<file path="src/rtl/imem_pkg.sv">
// imem_pkg: shared loader states and instruction-memory defaults
package imem_pkg;
  typedef enum logic [2:0] {IDLE, LEN, DATA, WRITE, DONE} state_t;
  localparam int DEPTH_DEF = 16;
  localparam int ADDR_W_DEF = 4;
  localparam int BYTES_PER_WORD = 4;
endpackage

</file>
<file path="src/rtl/imem_ram.sv">
// imem_ram: single-clock instruction RAM, one write port, one registered read port
module imem_ram #(
  parameter int DEPTH = 16,
  parameter int ADDR_W = 4
) (
  input  logic              clk,
  input  logic              rst,
  input  logic              we,
  input  logic [ADDR_W-1:0] waddr,
  input  logic [31:0]       wdata,
  input  logic [ADDR_W-1:0] raddr,
  output logic [31:0]       rdata
);
  logic [31:0] mem [DEPTH] = '{default: '0};
  // Only the read register resets; a same-cycle read sees the pre-write word.
  always_ff @(posedge clk) begin
    if (we) mem[waddr] <= wdata;
    rdata <= rst ? '0 : mem[raddr];
  end
endmodule

</file>
<file path="src/rtl/imem_loader.sv">
// imem_loader: byte-stream loader filling the instruction RAM, with fetch read port
module imem_loader import imem_pkg::*; #(
  parameter int DEPTH = DEPTH_DEF,
  parameter int ADDR_W = ADDR_W_DEF
) (
  input  logic              clk,
  input  logic              reset,
  input  logic              start,
  input  logic [7:0]        rx_data,
  input  logic              rx_valid,
  output logic              rx_ready,
  input  logic [31:0]       index,
  output logic [31:0]       InstrReg,
  output logic              cpu_hold,
  output logic              load_done,
  output logic              load_err,
  output logic [ADDR_W:0]   words_loaded
);
  state_t state;
  logic [ADDR_W-1:0] addr;
  logic [1:0] byte_idx;
  logic [ADDR_W:0] remaining;
  logic [ADDR_W:0] length;
  logic [31:0] word;
  logic unused_index;
  assign unused_index = ^index[31:ADDR_W];
  assign rx_ready = state == LEN || state == DATA;
  assign cpu_hold = state != IDLE;
  assign load_done = state == DONE;
  always_ff @(posedge clk) begin
    if (reset) begin
      state <= IDLE;
      addr <= '0;
      byte_idx <= '0;
      remaining <= '0;
      length <= '0;
      word <= '0;
      load_err <= 1'b0;
      words_loaded <= '0;
    end else begin
      case (state)
        IDLE: if (start) begin
          state <= LEN;
          load_err <= 1'b0;
          addr <= '0;
          byte_idx <= '0;
        end
        LEN: if (rx_valid) begin
          if (rx_data == 8'd0 || rx_data > 8'(DEPTH)) begin
            load_err <= 1'b1;
            state <= IDLE;
          end else begin
            remaining <= rx_data[ADDR_W:0];
            length <= rx_data[ADDR_W:0];
            addr <= '0;
            state <= DATA;
          end
        end
        DATA: if (rx_valid) begin
          word <= {word[23:0], rx_data};
          byte_idx <= byte_idx + 2'd1;
          if (byte_idx == 2'(BYTES_PER_WORD - 1)) state <= WRITE;
        end
        WRITE: begin
          addr <= addr + 1'b1;
          remaining <= remaining - 1'b1;
          state <= remaining == (ADDR_W+1)'(1) ? DONE : DATA;
        end
        DONE: begin
          words_loaded <= length;
          state <= IDLE;
        end
        default: state <= IDLE;
      endcase
    end
  end
  imem_ram #(.DEPTH(DEPTH), .ADDR_W(ADDR_W)) u_ram (
    .clk(clk),
    .rst(reset),
    .we(state == WRITE),
    .waddr(addr),
    .wdata(word),
    .raddr(index[ADDR_W-1:0]),
    .rdata(InstrReg)
  );
endmodule
</file>
<file path="config.mk">
export PLATFORM = sky130hd
export DESIGN_NAME = imem_loader
export DESIGN_NICKNAME = d
export VERILOG_FILES = /design/src/rtl/imem_pkg.sv /design/src/rtl/imem_ram.sv /design/src/rtl/imem_loader.sv
export SDC_FILE = /design/constraint.sdc
export NUM_CORES = 1
export LEC_CHECK = 0
export CAP_MARGIN = 25
export CORE_MARGIN = 4
export CORE_UTILIZATION = 60
export DETAILED_ROUTE_END_ITERATION = 12
export PLACE_DENSITY_LB_ADDON = 0.25
export SLEW_MARGIN = 20
export SYNTH_ARGS = -nofsm -noshare
export SYNTH_HDL_FRONTEND = slang
export SYNTH_SLANG_ARGS = --single-unit
</file>
<file path="constraint.sdc">
create_clock -name clk -period 11.25 [get_ports clk]
set_input_delay 2.25 -clock clk [delete_from_list [all_inputs] [get_ports clk]]
set_output_delay 2.25 -clock clk [all_outputs]
set_load 0.005 [all_outputs]
</file>
==> flow_summary_export.csv, run 1 <==
group,metric,value,unit
run_status,status,"finished clean",
critical_path,path_depth,2,
pwr,comb_power_share,3.5,%
pwr,p_sw,0.886,mW
grt,grt_pass1_wl,75600,µm
critical_path,path_buf_inv,1,
synth,synth_top_area_cell,"edfxtp_1",
clock_network,clkSlewWorstSetupHoldPaths,0.06,ns
grt,grtUsageTotal,24.4,%
sta,rsz0062_at_grt,"no",
clock_network,h-tree-depth,2,
die,die_h,203,µm
synth,synthArstFlopShare,0,%
clock_network,cts_made_buffers,58,
sta,slew_viol_final,0,
synth,syn_inst,1313,
detailed_routing,vias,12100,
synth,synth_top_area_share,67.0,%
pwr,power,4.48,mW
run,drv_cap,0,
hold_path,min_path_type,"reg -> reg",
clock_network,clk_latency,0.60,ns
sta,slew_headroom,34.2,%
synth,synth_edf_count,512,
clock_network,cts_tree,"built",
cells_and_area,fin_nets,1431,
detailed_routing,wire_per_inst,25.8,µm
placed_design,dpl.hpwl,25700,µm
sta,final.setup.tns,0,ns
die,initial_utilization,60.9,%
die,row_count,71,
critical_path,path_cells,"nor3b_2 -> clkdlybuf4s50_1",
critical_path,reg2regPathDepth,4,
clock_network,post_cts_buffers,0,
synth,synth_area_leaders,"edfxtp_1 67%, mux4_2 8.0%, dfxtp_1 7.8%, mux2i_1 5.3%, a21oi_1 1.9%",
sta,setup_viol,0,
sta,hold_viol_final,0,
synth,synth_nets,1364,
clock_network,cts_sinks,601,
pwr,p_per_area,173,mW/mm²
critical_path,cp.required,9.00,ns
detailed_routing,wirelength,50000,µm
pwr,power.static_leakage,8.87,nW
critical_path,crit_path_top_delay_cell,"clkdlybuf4s50_1",
sta,skew,0.0222,ns
die,die_w,203,µm
critical_path,start_kind,"flip-flop",
critical_path,reg2reg_to,"u_ram.mem[11][13]",
sta,worstMarginPinSlew,0.985,ns
critical_path,cp_max_fo,11,
critical_path,cp-end-kind,"output pin",
die,ios,85,
synth,synth-seq-area-share,74.8,%
sta,hold_ws,0.482,ns
detailed_routing,drtAntennaViolNets,0,
detailed_routing,met2_wirelength,24300,µm
die,core_area,0.0377,mm²
pwr,p_seq_share,53.5,%
critical_path,endpoint,"load_done",
synth,synth_area_per_cell,17.5,µm²
synth,ys_types,51,
sta,finalCriticalPeriod,4.63,ns
critical_path,path_class,"reg -> out",
detailed_routing,wl_met1,20600,µm
synth,ys_seq_elements,601,
synth,synth_warnings,0,
detailed_routing,drt-pass1-iter-count,5,
pwr,intPower,3.60,mW
detailed_routing,dr.max_layer_used,"met4",
critical_path,critPathMaxStageDelay,0.62,ns
detailed_routing,route.met3.wl,4040,µm
grt,grt_max_degree,83,
clock_network,clock_path_buffers,3,
cells_and_area,syn_to_final_growth,13.3,%
critical_path,r2r_start,"state[1]",
clock_network,cts_resized,0,
detailed_routing,dr.first_iter.drc_count,1391,
detailed_routing,route.detailed.drc,0,
pwr,p_sw_share,19.8,%
cells_and_area,drive_gt1_share,16.0,%
cells_and_area,diodes,0,
synth,synthFlopType,"edfxtp_1",
pwr,ir_drop,0.126,mV
die,die_area,0.0414,mm²
placed_design,portBuffers,56,
grt,grt_pass1_vias,12400,
grt,globalRoute.totalOverflow,0,
grt,antenna_found_initial,0,
clock_network,clockRootBuffer,"clkbuf_16",
critical_path,arrival,2.38,ns
sta,period_share,41.1,%
critical_path,ff2ff_setup_slack,8.16,ns
detailed_routing,via_per_inst,6.27,
clock_network,cts_hold_buf,0,
sta,fmax,216,MHz
synth,mappedNetlistArea,0.0229,mm²
pwr,clkPwrFrac,43.0,%
critical_path,startpoint,"state[2]",
critical_path,cp_top_family,"buffers and inverters",
placed_design,gp_congestion,0.765,
==> layer usage <==
metal  track usage (%)  vias up
li1                  -     5311
met1              35.2     6273
met2              39.4      485
met3              4.23       80
met4              7.01        0
met5                 0        -
==> kinds of logic after synthesis <==
family / after synthesis / share of synthesized area (%)
DFF: 601 / 74.8
adders and majority gates: 7 / 0.382
buffers and inverters: 90 / 1.96
and+or+nand+nor: 195 / 3.98
AOI/OAI and AO/OA: 215 / 5.49
xor gates and xnor gates: 2 / 0.0764
muxes: 203 / 13.3
==> cell type report <==
cell class | instances | area, µm²
Inverter | 11 | 41.3
Fill cell | 2433 | 11700
Clock inverter | 20 | 220
Clock buffer | 87 | 1700
Multi-Input combinational cell | 622 | 5430
Tap cell | 511 | 639
Sequential cell | 601 | 17200
Timing Repair Buffer | 86 | 786
==> worst reg2reg max path, cell delays in order, from the launching register on <==
cell and delay (ns):
dfxtp_1 0.73, and3b_1 0.51, nand2_1 0.32, nor2_4 0.66, buf_4 0.50
==> cells in the final DEF, fill, tap and decap left out, types with 10 or more instances in the layout <==
cell type	n
edfxtp_1	512
or3_1	16
mux4_2	81
mux2i_1	121
clkbuf_1	17
clkinv_2	10
o22ai_1	19
o221ai_1	13
nor2_4	12
a21oi_1	87
o21ai_0	61
a22oi_1	14
nor2_1	30
clkbuf_8	10
nand2_1	95
clkbuf_16	60
buf_4	30
clkdlybuf4s50_1	52
dfxtp_1	89
==> flip-flops by register name (all words and copies together), names as in the netlist <==
name          cells
addr              4
byte_idx          2
length            5
load_err          1
remaining         5
state             3
u_ram.mem       512
u_ram.rdata      32
word             32
words_loaded      5
==> worst min-delay path by stage <==
stage                      startpoint           to  cells past startpoint
after floorplan           byte_idx[1]  byte_idx[1]                      2
after global placement    byte_idx[1]  byte_idx[1]                      2
after detailed placement  byte_idx[1]  byte_idx[1]                      2
after CTS                 byte_idx[1]  byte_idx[1]                      2
after global routing      byte_idx[1]  byte_idx[1]                      2
final                     byte_idx[1]  byte_idx[1]                      2
==> stage by stage <==
step,setup slack (ns),std cells,util (%),area (µm²)
after floorplan,7.52,1313,-,22900
after global placement,6.23,1829,63.8,24000
after detailed placement,6.22,1830,63.8,24000
after CTS,6.58,1937,68.9,26000
after global routing,6.49,1938,69.0,26000
final,6.62,1938,69.0,26000
==> synth_stat cells (3+ instances only) <==
cell and n:
o22ai_1 19, nand2b_1 3, ha_1 7, a22oi_1 14, and2_1 3, nand3_1 8
mux4_2 81, edfxtp_1 512, buf_2 17, nor2_1 42, buf_4 12, nor2b_1 4
nor3_1 7, dfxtp_1 89, or3_1 16, mux2i_1 121, o21ai_0 61, inv_1 10
nand2_1 95, buf_6 6, clkbuf_1 37, o221ai_1 13, a21oi_1 87, o211ai_1 3
a31oi_1 4, a211oi_1 4, buf_1 6
==> power groups by stage <==
stage               sequential (mW)  combinational, mW  clock [mW]
finish                         2.40              0.157        1.93
global route                   2.40              0.168        2.06
CTS                            2.40              0.157        1.95
detailed placement             2.45              0.156           0
global placement               2.45              0.155           0
floorplan                      2.44              0.101           0
Note: power is estimated with default switching activity, not from simulation.
==> inputs of run 2 (changes only) <==
- clock period: 11.25 -> 4.3 ns (I/O delays scaled with it)
==> run 2 against run 1 <==
Compared with the run above:
- register-to-register slack worse by 6.8 ns
- sequential power grew to 2.6 times the previous value
- via count is 0.32% higher
- non-clock buffer count is 8 higher
- power grew to 2.7 times the previous value
- core utilization is 0.61 points higher
- worst hold slack worse by 0.0052 ns
- critical path depth stayed put
- count of clock-buffer cells in the layout is 9 lower
- clock power grew to 2.7 times the previous value
- combinational power grew to 2.8 times the previous value
- highest routed layer unchanged
==> flow_summary_export.csv, run 2 (synthesized netlist as in run 1, its figures left out) <==
group,metric,value,unit
cells_and_area,fin_nets,1438,
sta,slew_headroom,42.6,%
placed_design,dp_worst_setup_slack,1.19,ns
cells_and_area,regMostFlops,"u_ram.mem",
cells_and_area,syn_to_final_growth,14.3,%
cells_and_area,final_area,0.0262,mm²
sta,fin_ws,1.01,ns
cells_and_area,largest_register_ff_count,512,
clock_network,h-tree-depth,2,
run_status,status,"finished clean",
detailed_routing,drt-pass1-iter-count,6,
clock_network,clk_latency,0.61,ns
die,die_h,203,µm
sta,finalCriticalPeriod,3.29,ns
clock_network,clock_path_buffers,3,
sta,worstMarginPinSlew,0.859,ns
sta,hold_viol_final,0,
critical_path,path_class,"reg -> out",
die,die_w,203,µm
detailed_routing,vias,12200,
clock_network,cts_hold_buf,0,
clock_network,clockRootBuffer,"clkbuf_16",
sta,period_share,76.5,%
detailed_routing,via_per_inst,6.26,
detailed_routing,wirelength,50800,µm
placed_design,dpl.hpwl,26100,µm
cells_and_area,multi_input_area,0.00543,mm²
die,ios,85,
clock_network,cts_made_buffers,57,
critical_path,arrival,2.43,ns
clock_network,clkSlewWorstSetupHoldPaths,0.06,ns
clock_network,cts_tree,"built",
grt,grt_max_degree,68,
detailed_routing,route.detailed.drc,0,
sta,hold_ws,0.476,ns
grt,antenna_found_initial,0,
cells_and_area,utilization,69.6,%
grt,grt_pass1_vias,12400,
die,row_count,71,
run,drv_cap,0,
grt,globalRoute.totalOverflow,0,
critical_path,start_kind,"flip-flop",
detailed_routing,dr.first_iter.drc_count,1317,
cells_and_area,diodes,0,
cells_and_area,fillers,2372,
die,initial_utilization,60.9,%
clock_network,cts_sinks,601,
hold_path,min_path_type,"reg -> reg",
placed_design,portBuffers,56,
cells_and_area,largestRegisters,"u_ram.mem (512), u_ram.rdata (32), word (32)",
detailed_routing,wire_per_inst,26.1,µm
critical_path,cp_max_fo,11,
sta,rsz0062_at_grt,"no",
pwr,power.static_leakage,8.84,nW
placed_design,gp_congestion,0.768,
clock_network,post_cts_buffers,0,
placed_design,dpl_cell_area,0.0242,mm²
pwr,p_per_area,458,mW/mm²
die,die_area,0.0414,mm²
critical_path,cp-end-kind,"output pin",
critical_path,cp.required,3.44,ns
sta,final.setup.tns,0,ns
sta,setup_viol,0,
sta,slew_viol_final,0,
cells_and_area,final_cell_mix,"512 x edfxtp_1, 121 x mux2i_1, 95 x nand2_1",
clock_network,cts_resized,0,
detailed_routing,drtAntennaViolNets,0,
sta,fmax,304,MHz
cells_and_area,drive_gt1_share,16.6,%
cells_and_area,register_area,0.0172,mm²
cells_and_area,mostFrequentLayoutCell,"edfxtp_1",
grt,grt_pass1_wl,76300,µm
die,core_area,0.0377,mm²
grt,grtUsageTotal,24.8,%
sta,skew,0.0235,ns
pwr,ir_drop,0.311,mV
[run 2: changes by cell type in the layout (fill, tap and decap cells not counted), moves of 2 or more]
| cell | change |
|---|---|
| buf_12 | +7 |
| buf_4 | +2 |
| bufinv_16 | +5 |
| clkbuf_1 | -6 |
| clkbuf_8 | -2 |
| clkinv_1 | +4 |
| clkinvlp_4 | +2 |
[run 2: critical path: stages (launching register included)]
cell and delay, ns:
dfxtp_1 0.56, nor3b_2 0.62, clkdlybuf4s50_1 0.63
[run 2: area by class of cell]
class,count,area share [%]
sequential,601,65.5
multi-input combinational,622,20.7
clock buffer,78,6.21
timing repair buffer,94,3.53
tap,511,2.44
clock inverter,30,1.47
inverter,11,0.158
[run 2: per-layer routing]
metal / share of wire, % / GRT usage (%) / routed length, µm / up-vias
met2: 49 / 39.7 / 24700 / 539
met5: 0 / 0 / 0 / -
li1: - / - / - / 5328
met4: 2.1 / 6.99 / 1090 / 0
met1: 41 / 35.7 / 20700 / 6236
met3: 8.6 / 4.72 / 4390 / 85
[run 2: where the power goes]
part	switching (mW)	total [mW]	internal, mW	leakage [nW]
clock	2.10	5.29	3.19	0.987
sequential	0.0216	6.28	6.26	5.58
combinational	0.235	0.437	0.203	2.28
[run 2: per-stage QoR]
stage	power [mW]	instances
2_1_floorplan	6.68	1313
3_3_place_gp	6.84	1839
3_5_place_dp	6.84	1839
4_1_cts	12.1	1947
5_1_grt	12.4	1947
6_report	12.0	1947
[run 2: worst paths after layout]
check                      endpoint  slack (ns)        start  depth (start not counted)
setup / recovery          load_done        1.01     state[2]                          2
hold / removal          byte_idx[1]        0.48  byte_idx[1]                          2
setup reg to reg  u_ram.mem[14][30]        1.40     state[1]                          4
hold reg to reg         byte_idx[1]        0.48  byte_idx[1]                          2
==> inputs of run 3 (changes only) <==
- clock period: 4.3 -> 3.32 ns (I/O delays scaled with it)
==> run 3 against run 2 <==
Compared with the run above:
- count of clock-buffer cells in the layout is 3 higher
- critical path depth is 1 higher
- design area is 0.73% higher
- clock skew hardly changed
- worst hold slack better by 0.0091 ns
- first-iteration DRC count is 6.5% lower
- clock power is 26% higher
- non-clock buffer count is 5 higher
- final cell count is 0.26% higher
- power is 28% higher
- sequential share of layout area is 0.47 points lower
- core utilization is 0.50 points higher
- critical endpoint unchanged
- largest power group unchanged
- highest routed layer unchanged
==> flow_summary_export.csv, run 3 (synthesized netlist as in run 1, its figures left out) <==
group,metric,value,unit
cells_and_area,multi_input_area,0.00546,mm²
pwr,p_per_area,583,mW/mm²
hold_path,min_path_type,"reg -> reg",
critical_path,arrival,2.10,ns
cells_and_area,drive_gt1_share,17.1,%
grt,grt_pass1_vias,12500,
grt,antenna_found_initial,0,
cells_and_area,largest_register_ff_count,512,
sta,rsz0062_at_grt,"no",
cells_and_area,diodes,0,
cells_and_area,final_area,0.0264,mm²
hold_path,min_from,"length[0]",
placed_design,dp_worst_setup_slack,0.613,ns
sta,hold_ws,0.486,ns
detailed_routing,dr.first_iter.drc_count,1232,
detailed_routing,drt-pass1-iter-count,7,
critical_path,crit_path_top_delay_cell,"dfxtp_1",
die,die_h,203,µm
pwr,power.static_leakage,8.86,nW
clock_network,cts_resized,0,
clock_network,clk_latency,0.60,ns
grt,grt_max_degree,55,
clock_network,clkSlewWorstSetupHoldPaths,0.06,ns
critical_path,cp.required,2.66,ns
detailed_routing,vias,12400,
critical_path,cp_max_fo,11,
critical_path,path_class,"reg -> out",
detailed_routing,wire_per_inst,25.6,µm
critical_path,path_cells,"nor3b_2 -> buf_4 -> clkdlybuf4s50_1",
clock_network,cts_made_buffers,57,
placed_design,gp_congestion,0.782,
clock_network,cts_sinks,601,
critical_path,ff2ff_setup_slack,0.81,ns
grt,globalRoute.totalOverflow,0,
critical_path,critPathMaxStageDelay,0.58,ns
cells_and_area,fillers,2384,
sta,skew,0.0231,ns
die,ios,85,
die,initial_utilization,60.9,%
critical_path,start_kind,"flip-flop",
detailed_routing,route.detailed.drc,0,
sta,slew_viol_final,0,
grt,grtUsageTotal,24.3,%
detailed_routing,wirelength,50000,µm
critical_path,cp-end-kind,"output pin",
cells_and_area,register_area,0.0172,mm²
pwr,power,15.4,mW
critical_path,endpoint,"load_done",
die,die_area,0.0414,mm²
critical_path,reg2regPathDepth,4,
placed_design,dp_cells,1843,
grt,grt_pass1_wl,75700,µm
cells_and_area,fin_nets,1443,
sta,hold_viol_final,0,
clock_network,cts_tree,"built",
cells_and_area,largestRegisters,"u_ram.mem (512), u_ram.rdata (32), word (32)",
clock_network,clock_path_buffers,3,
placed_design,dpl.hpwl,26000,µm
run_status,status,"finished clean",
critical_path,reg2reg_to,"u_ram.mem[8][11]",
cells_and_area,mostFrequentLayoutCell,"edfxtp_1",
sta,finalCriticalPeriod,2.77,ns
sta,setup_viol,0,
cells_and_area,final_cells,1952,
die,row_count,71,
clock_network,h-tree-depth,2,
clock_network,clockRootBuffer,"clkbuf_16",
sta,slew_headroom,31.0,%
clock_network,cts_hold_buf,0,
sta,fin_ws,0.555,ns
placed_design,portBuffers,56,
sta,fmax,362,MHz
critical_path,r2r_start,"state[1]",
sta,final.setup.tns,0,ns
cells_and_area,final_cell_mix,"512 x edfxtp_1, 121 x mux2i_1, 95 x nand2_1",
cells_and_area,utilization,70.1,%
clock_network,post_cts_buffers,0,
cells_and_area,regMostFlops,"u_ram.mem",
detailed_routing,drtAntennaViolNets,0,
die,core_area,0.0377,mm²
sta,period_share,83.3,%
cells_and_area,syn_to_final_growth,15.1,%
sta,worstMarginPinSlew,1.04,ns
pwr,ir_drop,0.377,mV
run,drv_cap,0,
placed_design,dpl_cell_area,0.0244,mm²
detailed_routing,via_per_inst,6.34,
critical_path,startpoint,"state[2]",
die,die_w,203,µm
-- run 3: cell count changes in the layout (fill, tap and decap cells not counted), sizes merged --
cell and delta:
bufinv -3, clkbuf +3, buf +5, clkinv -1
clkinvlp +1
-- run 3: how the worst min path moves through the flow --
stage,end,depth (start not counted),slack (ns)
2_1_floorplan,byte_idx[1],2,0.45
3_3_place_gp,byte_idx[1],2,0.46
3_5_place_dp,length[0],2,0.47
4_1_cts,length[0],2,0.48
5_1_grt,length[2],2,0.52
6_report,length[0],2,0.49
-- run 3: worst max-delay path, delay by kind of cell, from the launching register on --
kind / cells / cell delay (ns)
buffers and inverters: 2 / 0.69
AND/OR/NAND/NOR: 1 / 0.23
flip-flops: 1 / 0.58
-- run 3: area by class of cell --
class	count	share of cell area, %
inverters	11	0.156
repair buffers	99	4.27
multi-input cells	622	20.7
flip-flops and latches	601	65.0
well taps	511	2.42
clock buffers	81	6.24
clock inverters	27	1.25
-- run 3: per-layer routing --
metal	vias up	share of wire, %	GRT usage (%)
li1	5342	-	-
met1	6351	40	35.2
met2	581	49	39.3
met3	97	8.4	4.34
met4	0	2.3	6.48
met5	-	0	0
-- run 3: power by group --
part	total (mW)	internal [mW]	switching [mW]
combinational	0.570	0.266	0.303
clock	6.69	3.94	2.75
sequential	8.14	8.11	0.0279
total	15.4	12.3	3.08
